## config.mk

```make
export PLATFORM = sky130hd
export DESIGN_NAME = tag_sequencer
export DESIGN_NICKNAME = d
export VERILOG_FILES = /design/src/rtl/tag_sequencer_pkg.sv /design/src/rtl/tag_sequencer.sv
export SDC_FILE = /design/constraint.sdc
export NUM_CORES = 1
export LEC_CHECK = 0
export ABC_AREA = 1
export CAP_MARGIN = 25
export CORE_UTILIZATION = 46
export CTS_CLUSTER_DIAMETER = 60
export DETAILED_ROUTE_END_ITERATION = 8
export HOLD_SLACK_MARGIN = 0.08
export PLACE_DENSITY_LB_ADDON = 0.08
export SETUP_SLACK_MARGIN = 0.15
export SLEW_MARGIN = 20
export SYNTH_ARGS = -nofsm -noshare
export SYNTH_HDL_FRONTEND = slang
export SYNTH_SLANG_ARGS = --single-unit
```

## constraint.sdc

```tcl
create_clock -name clk -period 2.1 [get_ports clk]
set_clock_uncertainty 0.05 [all_clocks]
set_input_delay 0.525 -clock clk [delete_from_list [all_inputs] [get_ports clk]]
set_output_delay 0.525 -clock clk [all_outputs]
set_load 0.01 [all_outputs]
```

## src/rtl/tag_sequencer_pkg.sv

```systemverilog
// Shared definitions for the tag sequencer and its datapath wrapper.
// Holds the state encoding, default sizes and the accumulator modulus.
package tag_sequencer_pkg;

    // 238-bit challenge consumed 14 bits per step.
    localparam int TS_NSTEP = 17;

    // Accumulator element width and its modulus.
    localparam int TS_W     = 7;
    localparam int TS_MOD   = 127;

    typedef enum logic [2:0] {
        S_IDLE,
        S_LOAD0,
        S_RUN0,
        S_OUT0,
        S_LOAD1,
        S_RUN1,
        S_OUT1
    } ts_state_e;

endpackage

```

## src/rtl/tag_sequencer.sv

```systemverilog
// Tag sequencer: drives load/step strobes of the inner-product datapath
// for one (b/x) or two (b/x then a/y) passes and presents each tag.
//
// Ports:
//   clk, rst           clock, synchronous active-high reset
//   start, dual        request a tag; dual=1 runs the a/y pass as well
//   ldb lda ldx ldy    operand load strobes
//   lde, innerprod     accumulator init and step strobes
//   u_in               datapath accumulator value
//   tag_data/idx/valid tag output with valid/ready handshake
//   tag_ready          consumer accepts the tag
//   busy               high whenever not idle
module tag_sequencer
    import tag_sequencer_pkg::*;
#(
    parameter int NSTEP = TS_NSTEP,
    parameter int W     = TS_W
) (
    input  logic         clk,
    input  logic         rst,
    input  logic         start,
    input  logic         dual,
    output logic         ldb,
    output logic         lda,
    output logic         ldx,
    output logic         ldy,
    output logic         lde,
    output logic         innerprod,
    input  logic [W-1:0] u_in,
    output logic [W-1:0] tag_data,
    output logic         tag_idx,
    output logic         tag_valid,
    input  logic         tag_ready,
    output logic         busy
);

    localparam int CW = $clog2(NSTEP + 1);
    localparam logic [CW-1:0] LAST = CW'(NSTEP - 1);

    ts_state_e     state_q, state_d;
    logic [CW-1:0] cnt_q, cnt_d;
    logic          dual_q, dual_d;

    always_ff @(posedge clk) begin
        if (rst) begin
            state_q <= S_IDLE;
            cnt_q   <= '0;
            dual_q  <= 1'b0;
        end else begin
            state_q <= state_d;
            cnt_q   <= cnt_d;
            dual_q  <= dual_d;
        end
    end

    always_comb begin
        state_d   = state_q;
        cnt_d     = cnt_q;
        dual_d    = dual_q;
        ldb       = 1'b0;
        lda       = 1'b0;
        ldx       = 1'b0;
        ldy       = 1'b0;
        lde       = 1'b0;
        innerprod = 1'b0;
        tag_data  = '0;
        tag_idx   = 1'b0;
        tag_valid = 1'b0;

        unique case (state_q)
            S_IDLE: begin
                if (start) begin
                    state_d = S_LOAD0;
                    dual_d  = dual;
                end
            end
            S_LOAD0: begin
                lde     = 1'b1;
                ldb     = 1'b1;
                ldx     = 1'b1;
                cnt_d   = '0;
                state_d = S_RUN0;
            end
            S_RUN0: begin
                innerprod = 1'b1;
                if (cnt_q == LAST) begin
                    cnt_d   = '0;
                    state_d = S_OUT0;
                end else begin
                    cnt_d = cnt_q + 1'b1;
                end
            end
            S_OUT0: begin
                tag_valid = 1'b1;
                tag_data  = u_in;
                if (tag_ready) begin
                    state_d = dual_q ? S_LOAD1 : S_IDLE;
                end
            end
            // No lde here: the accumulator keeps tag0 and chains the a/y pass.
            S_LOAD1: begin
                lda     = 1'b1;
                ldy     = 1'b1;
                cnt_d   = '0;
                state_d = S_RUN1;
            end
            S_RUN1: begin
                innerprod = 1'b1;
                if (cnt_q == LAST) begin
                    cnt_d   = '0;
                    state_d = S_OUT1;
                end else begin
                    cnt_d = cnt_q + 1'b1;
                end
            end
            S_OUT1: begin
                tag_valid = 1'b1;
                tag_idx   = 1'b1;
                tag_data  = u_in;
                if (tag_ready) begin
                    state_d = S_IDLE;
                end
            end
            default: begin
                state_d = S_IDLE;
                cnt_d   = '0;
            end
        endcase
    end

    assign busy = (state_q != S_IDLE);

endmodule
```

==> run metrics, run 1 <==
synth warn 0; site row count 13; ys flop type dfxtp_1; Core ar. 1380 µm²; wl on met1 766 µm; Worst-path clk slew 60 ps; Antenna diodes 0; vias per cell 5.06; WL/cell 11.6 µm; vias 764; Worst-Margin Slew 247 ps; initial antenna violation count 0; DR top layer met4; sequential share of the synthesized area 0.249; die footprint 1740 µm²; reg-to-reg slack, setup 720 ps; gr ovfl total 0; most area-hungry cell type in the Yosys netlist dfxtp_1; Setup CP Type input pin to output pin; Pleak 0.501 nW; Cell Pwr Density 988 nW/µm²; Final TNS setup 0 ps; die width 41.7 µm; Initial Util 0.524; Clock Latency Late Sink 260 ps; worst relative slew slack 0.835; design area 1000 µm²; GR Util All Layers 0.217; share of flip-flops with an asynchronous set or reset 0; flops & latches, synth 9; Final #Nets 151; die height 41.7 µm; Post-synth EDFFs 0; Post-Synthesis Cells 105; # clock sinks 9; Num CTS Buffers 3; Netlist cell types 23; first-pass GRT wire length 2.92 mm; Mapped Area 724 µm²; Bufs on Longest Clock Path 2; # IOs 28; Placed Instance Area 995 µm²; Worst Path Required 1520 ps; max-slew violation count 0; number of fill cells 108; P&R area growth vs syn 38.3%; Yosys top cell area share 0.249; CP arrival 1380 ps; Routed met3 length 164 µm; gpl congestion 0.820; period utilization 0.932; area occupied by multi-input gates 417 µm²; syn avg cell area 6.90 µm²; Final Hold Vio Count 0; CTS root buf clkbuf_4; dpl hpwl 1.39 mm; Worst setup EP type output pin; top cells by count, synth nand2_1, inv_1, nor2_1; vias in the first global route 715; RSZ-0062 raised after global routing true; Tmin final 1960 ps; FF+latch area 189 µm²; Hold Path Class register to register; ranking of synthesized cells by area dfxtp_1, nand2_1, inv_1, nand2_2, nand4_1; Max VDD drop 0.497 mV; CTS tree done; status finished clean; initial DRC count 34; share of cells above drive strength 1 0.287; Max Freq 511 MHz; crit path max fanout 1; Mapped Nets 119; final setup fails 0; H-tree depth 1; drt pass-1 iters 4; max cap viols 0; largest net degree at the start of global routing 10; Post-Route WL 1.75 mm; number of nets with antenna violations after routing 0; met2 wire length 803 µm; most frequent cell after synthesis nand2_1; # DRC 0; startpoint types input pin; port bufs 27
-- worst max-delay path: stages --
cell	delay, ps
clkdlybuf4s50_1	450
inv_1	30
nor2_1	100
clkdlybuf4s15_1	270
-- through the flow --
step / cells / hold WS [ps] / total power [mW] / util / setup slack, ps
2_1_floorplan: 105 / 394 / 0.688 / - / 523
6_report: 151 / 443 / 0.990 / 0.725 / 143
3_5_place_dp: 146 / 440 / 0.880 / 0.719 / -171
3_3_place_gp: 146 / 423 / 0.870 / 0.719 / -127
5_1_grt: 151 / 474 / 1.07 / 0.725 / 86.2
4_1_cts: 151 / 447 / 0.994 / 0.744 / 112
-- power breakdown --
group | switching (mW) | total (mW) | leakage (nW) | internal [mW]
clock | 0.0602 | 0.133 | 0.0150 | 0.0732
combinational | 0.344 | 0.598 | 0.411 | 0.254
sequential | 0.0494 | 0.259 | 0.0750 | 0.209
-- registers in the layout, indices dropped and copies added (netlist names) --
signal   flops
cnt_q        5
state_q      3
dual_q       1
-- cell usage in the layout, fill, tap and decap left out, types with 7 or more instances in the layout --
cell type	instances
nor2_1	11
dlygate4sd2_1	8
inv_1	15
nand2_1	18
nand4_1	7
clkdlybuf4s50_1	11
-- layout make-up --
class | count | share of cell area
Timing Repair Buffer | 33 | 0.275
Multi-Input combinational cell | 71 | 0.416
Inverter | 19 | 0.0762
Sequential cell | 9 | 0.189
Tap cell | 15 | 0.0187
Clock buffer | 4 | 0.0262
-- worst paths after layout --
path,startpoint,endpoint,cells after the start
hold reg to reg,dual_q,dual_q,2
setup / recovery,u_in[0],tag_data[0],4
setup reg to reg,state_q[1],state_q[0],8
hold / removal,dual_q,dual_q,2
-- per-layer routing --
layer | vias up | global-route usage
li1 | 393 | -
met1 | 333 | 0.260
met2 | 34 | 0.363
met3 | 4 | 0.0913
met4 | 0 | 0.0387
met5 | - | 0
-- repair_timing --
action / CTS / global route
setup buffers: 1 / 0
hold buffers: 0 / 0
endpoints found under the setup margin: 16 / 8
pin swaps: 1 / 1
resized for setup: 27 / 9
-- cells by family after synthesis --
kind of cell	count (synthesis)	synth area share
AO/OA/AOI/OAI	11	0.0846
adder cells (fa/ha/maj)	2	0.0345
buffers and inverters	25	0.183
flip-flops	9	0.249
AND/OR/NAND/NOR	58	0.449
No activity file was read; power rests on OpenSTA's default activity.
==> run 2: changes to the inputs <==
--- a/config.mk
+++ b/config.mk
@@ -7,6 +7,7 @@
 export LEC_CHECK = 0
 export ABC_AREA = 1
 export CAP_MARGIN = 25
+export CORE_MARGIN = 5
 export CORE_UTILIZATION = 46
 export CTS_CLUSTER_DIAMETER = 60
 export DETAILED_ROUTE_END_ITERATION = 8
==> run 2 against run 1 <==
  * Global-route usage is 6.6 points lower
  * Non-clock buffer count is 1 higher
  * Setup slack better by 39 ps
  * First-iteration DRC count is 94% lower
  * Highest routed layer unchanged
==> run metrics, run 2 (synthesis gave the netlist of run 1 again) <==
clock share of power 0.135 (about the same); Worst-Margin Slew 215 ps (was 247 ps); P&R area growth vs syn 42.0% (was 38.3%); Cell Pwr Density 971 nW/µm² (was 988 nW/µm²); H-tree depth 1 (unchanged); Pleak 0.509 nW (was 0.501 nW); Tmin final 1920 ps (was 1960 ps); worst relative slew slack 0.856 (was 0.835); vias per cell 5.02 (was 5.06); hold path cells 2 (unchanged); Initial Util 0.481 (was 0.524); status finished clean (unchanged); WL/cell 11.5 µm (was 11.6 µm); area occupied by multi-input gates 422 µm² (was 417 µm²); Slowest-stage cell, CP clkdlybuf4s50_1 (unchanged); most frequent cells in the layout nand2_1, inv_1, nor2_1, clkdlybuf4s50_1, dlygate4sd2_1 (unchanged); Post-Route WL 1.75 mm (about the same); delay of the slowest cell on the worst path 450 ps (about the same); reg-to-reg slack, setup 700 ps (was 720 ps); total power 0.999 mW (was 0.990 mW); # DRC 0 (unchanged); Max Freq 521 MHz (was 511 MHz); Hold Path Class register to register (unchanged); commonest non-fill, non-tap cell in the layout nand2_1 (unchanged); Cell Count, Final, Fillers Out 153 (was 151); Levels on crit path 4 (unchanged); Max VDD drop 0.511 mV (was 0.497 mV); register share of total power 0.263 (was 0.261); largest net degree at the start of global routing 10 (unchanged); # IOs 28 (unchanged); initial DRC count 2 (was 34); Top Registers cnt_q (5), state_q (3), dual_q (1) (unchanged); Sw Pwr 0.454 mW (was 0.453 mW); CTS root buf clkbuf_4 (unchanged); dpl hpwl 1.47 mm (was 1.39 mm); Sw Ratio 0.455 (was 0.458); period utilization 0.913 (was 0.932); GR Util All Layers 0.151 (was 0.217); die height 49.7 µm (was 41.7 µm); Final Hold Vio Count 0 (unchanged); initial antenna violation count 0 (unchanged); reg2reg path depth 8 (unchanged); port bufs 27 (unchanged); gr ovfl total 0 (unchanged); number of fill cells 136 (was 108); number of nets with antenna violations after routing 0 (unchanged); CTS tree done (unchanged); final setup fails 0 (unchanged); Core ar. 1510 µm² (was 1380 µm²); # clock sinks 9 (unchanged); gpl congestion 0.771 (was 0.820); RSZ-0062 raised after global routing true (unchanged); Bufs on Longest Clock Path 2 (unchanged); final core utilization 0.683 (was 0.725); Top Family by Delay on Critical Path buffers and inverters (unchanged); CP cell instances clkdlybuf4s50_1 -> inv_1 -> nor2_1 -> clkdlybuf4s15_1 (unchanged); Top reg by flops cnt_q (unchanged); Worst Path Required 1520 ps (about the same); crit path buf inv count 3 (unchanged); Num CTS Buffers 3 (unchanged); Hold WS 457 ps (was 443 ps); startpoint types input pin (unchanged); drt pass-1 iters 4 (unchanged); site row count 14 (was 13); Antenna diodes 0 (unchanged); Setup CP Type input pin to output pin (unchanged); die width 49.7 µm (was 41.7 µm); Worst-path clk slew 70 ps (was 60 ps); Clock Latency Late Sink 260 ps (about the same); max cap viols 0 (unchanged); crit path max fanout 1 (unchanged); first-pass GRT wire length 2.97 mm (was 2.92 mm); max FFs per register 5 (unchanged); Cells after DPL 148 (was 146); vias in the first global route 705 (was 715); vias 768 (was 764); max-slew violation count 0 (unchanged); Final #Nets 152 (was 151); Worst setup EP type output pin (unchanged); Internal 0.544 mW (was 0.537 mW); CP arrival 1340 ps (was 1380 ps); die footprint 2470 µm² (was 1740 µm²); Comb power frac 0.603 (was 0.604); FF+latch area 191 µm² (was 189 µm²); Final TNS setup 0 ps (unchanged); share of cells above drive strength 1 0.285 (was 0.287)
-- run 2: what timing repair did --
action                     in CTS  in global routing
pin swaps                       1                  1
gates resized for setup        25                 11
hold buffers                    0                  0
setup endpoints to repair      16                 10
setup buffers                   1                  0
-- run 2: metrics by stage --
| step | setup slack (ps) | instance area (µm²) |
|---|---|---|
| 2_1_floorplan | 523 | 724 |
| 3_3_place_gp | -115 | 1000 |
| 3_5_place_dp | -138 | 1000 |
| 4_1_cts | 153 | 1030 |
| 5_1_grt | 123 | 1030 |
| 6_report | 182 | 1030 |
-- run 2: area by class of cell --
class	instances	share of cell area
timing repair buffer	34	0.285
sequential	9	0.186
inverter	19	0.0742
tap	16	0.0195
clock buffer	4	0.0255
multi-input combinational	71	0.410
-- run 2: final timing paths --
path,endpoint,startpoint
setup / recovery,tag_data[6],u_in[6]
hold reg to reg,cnt_q[4],cnt_q[4]
hold / removal,cnt_q[4],cnt_q[4]
setup reg to reg,state_q[0],state_q[1]
-- run 2: tightest hold or removal path, stage by stage (launching register included) --
cell     delay, ps
dfxtp_1        330
nand2_1         70
a21oi_1         60
-- run 2: power groups by stage --
| stage | Sequential, mW | Clock, mW | Combinational, mW |
|---|---|---|---|
| 2_1_floorplan | 0.221 | 0 | 0.468 |
| 3_3_place_gp | 0.253 | 0 | 0.618 |
| 3_5_place_dp | 0.254 | 0 | 0.632 |
| 4_1_cts | 0.262 | 0.135 | 0.599 |
| 5_1_grt | 0.269 | 0.146 | 0.666 |
| 6_report | 0.262 | 0.135 | 0.602 |
-- run 2: routing by layer --
metal	track usage	share of wire
met1	0.156	0.41
met2	0.284	0.53
met3	0.0301	0.047
met4	0.0655	0.020
met5	0	0
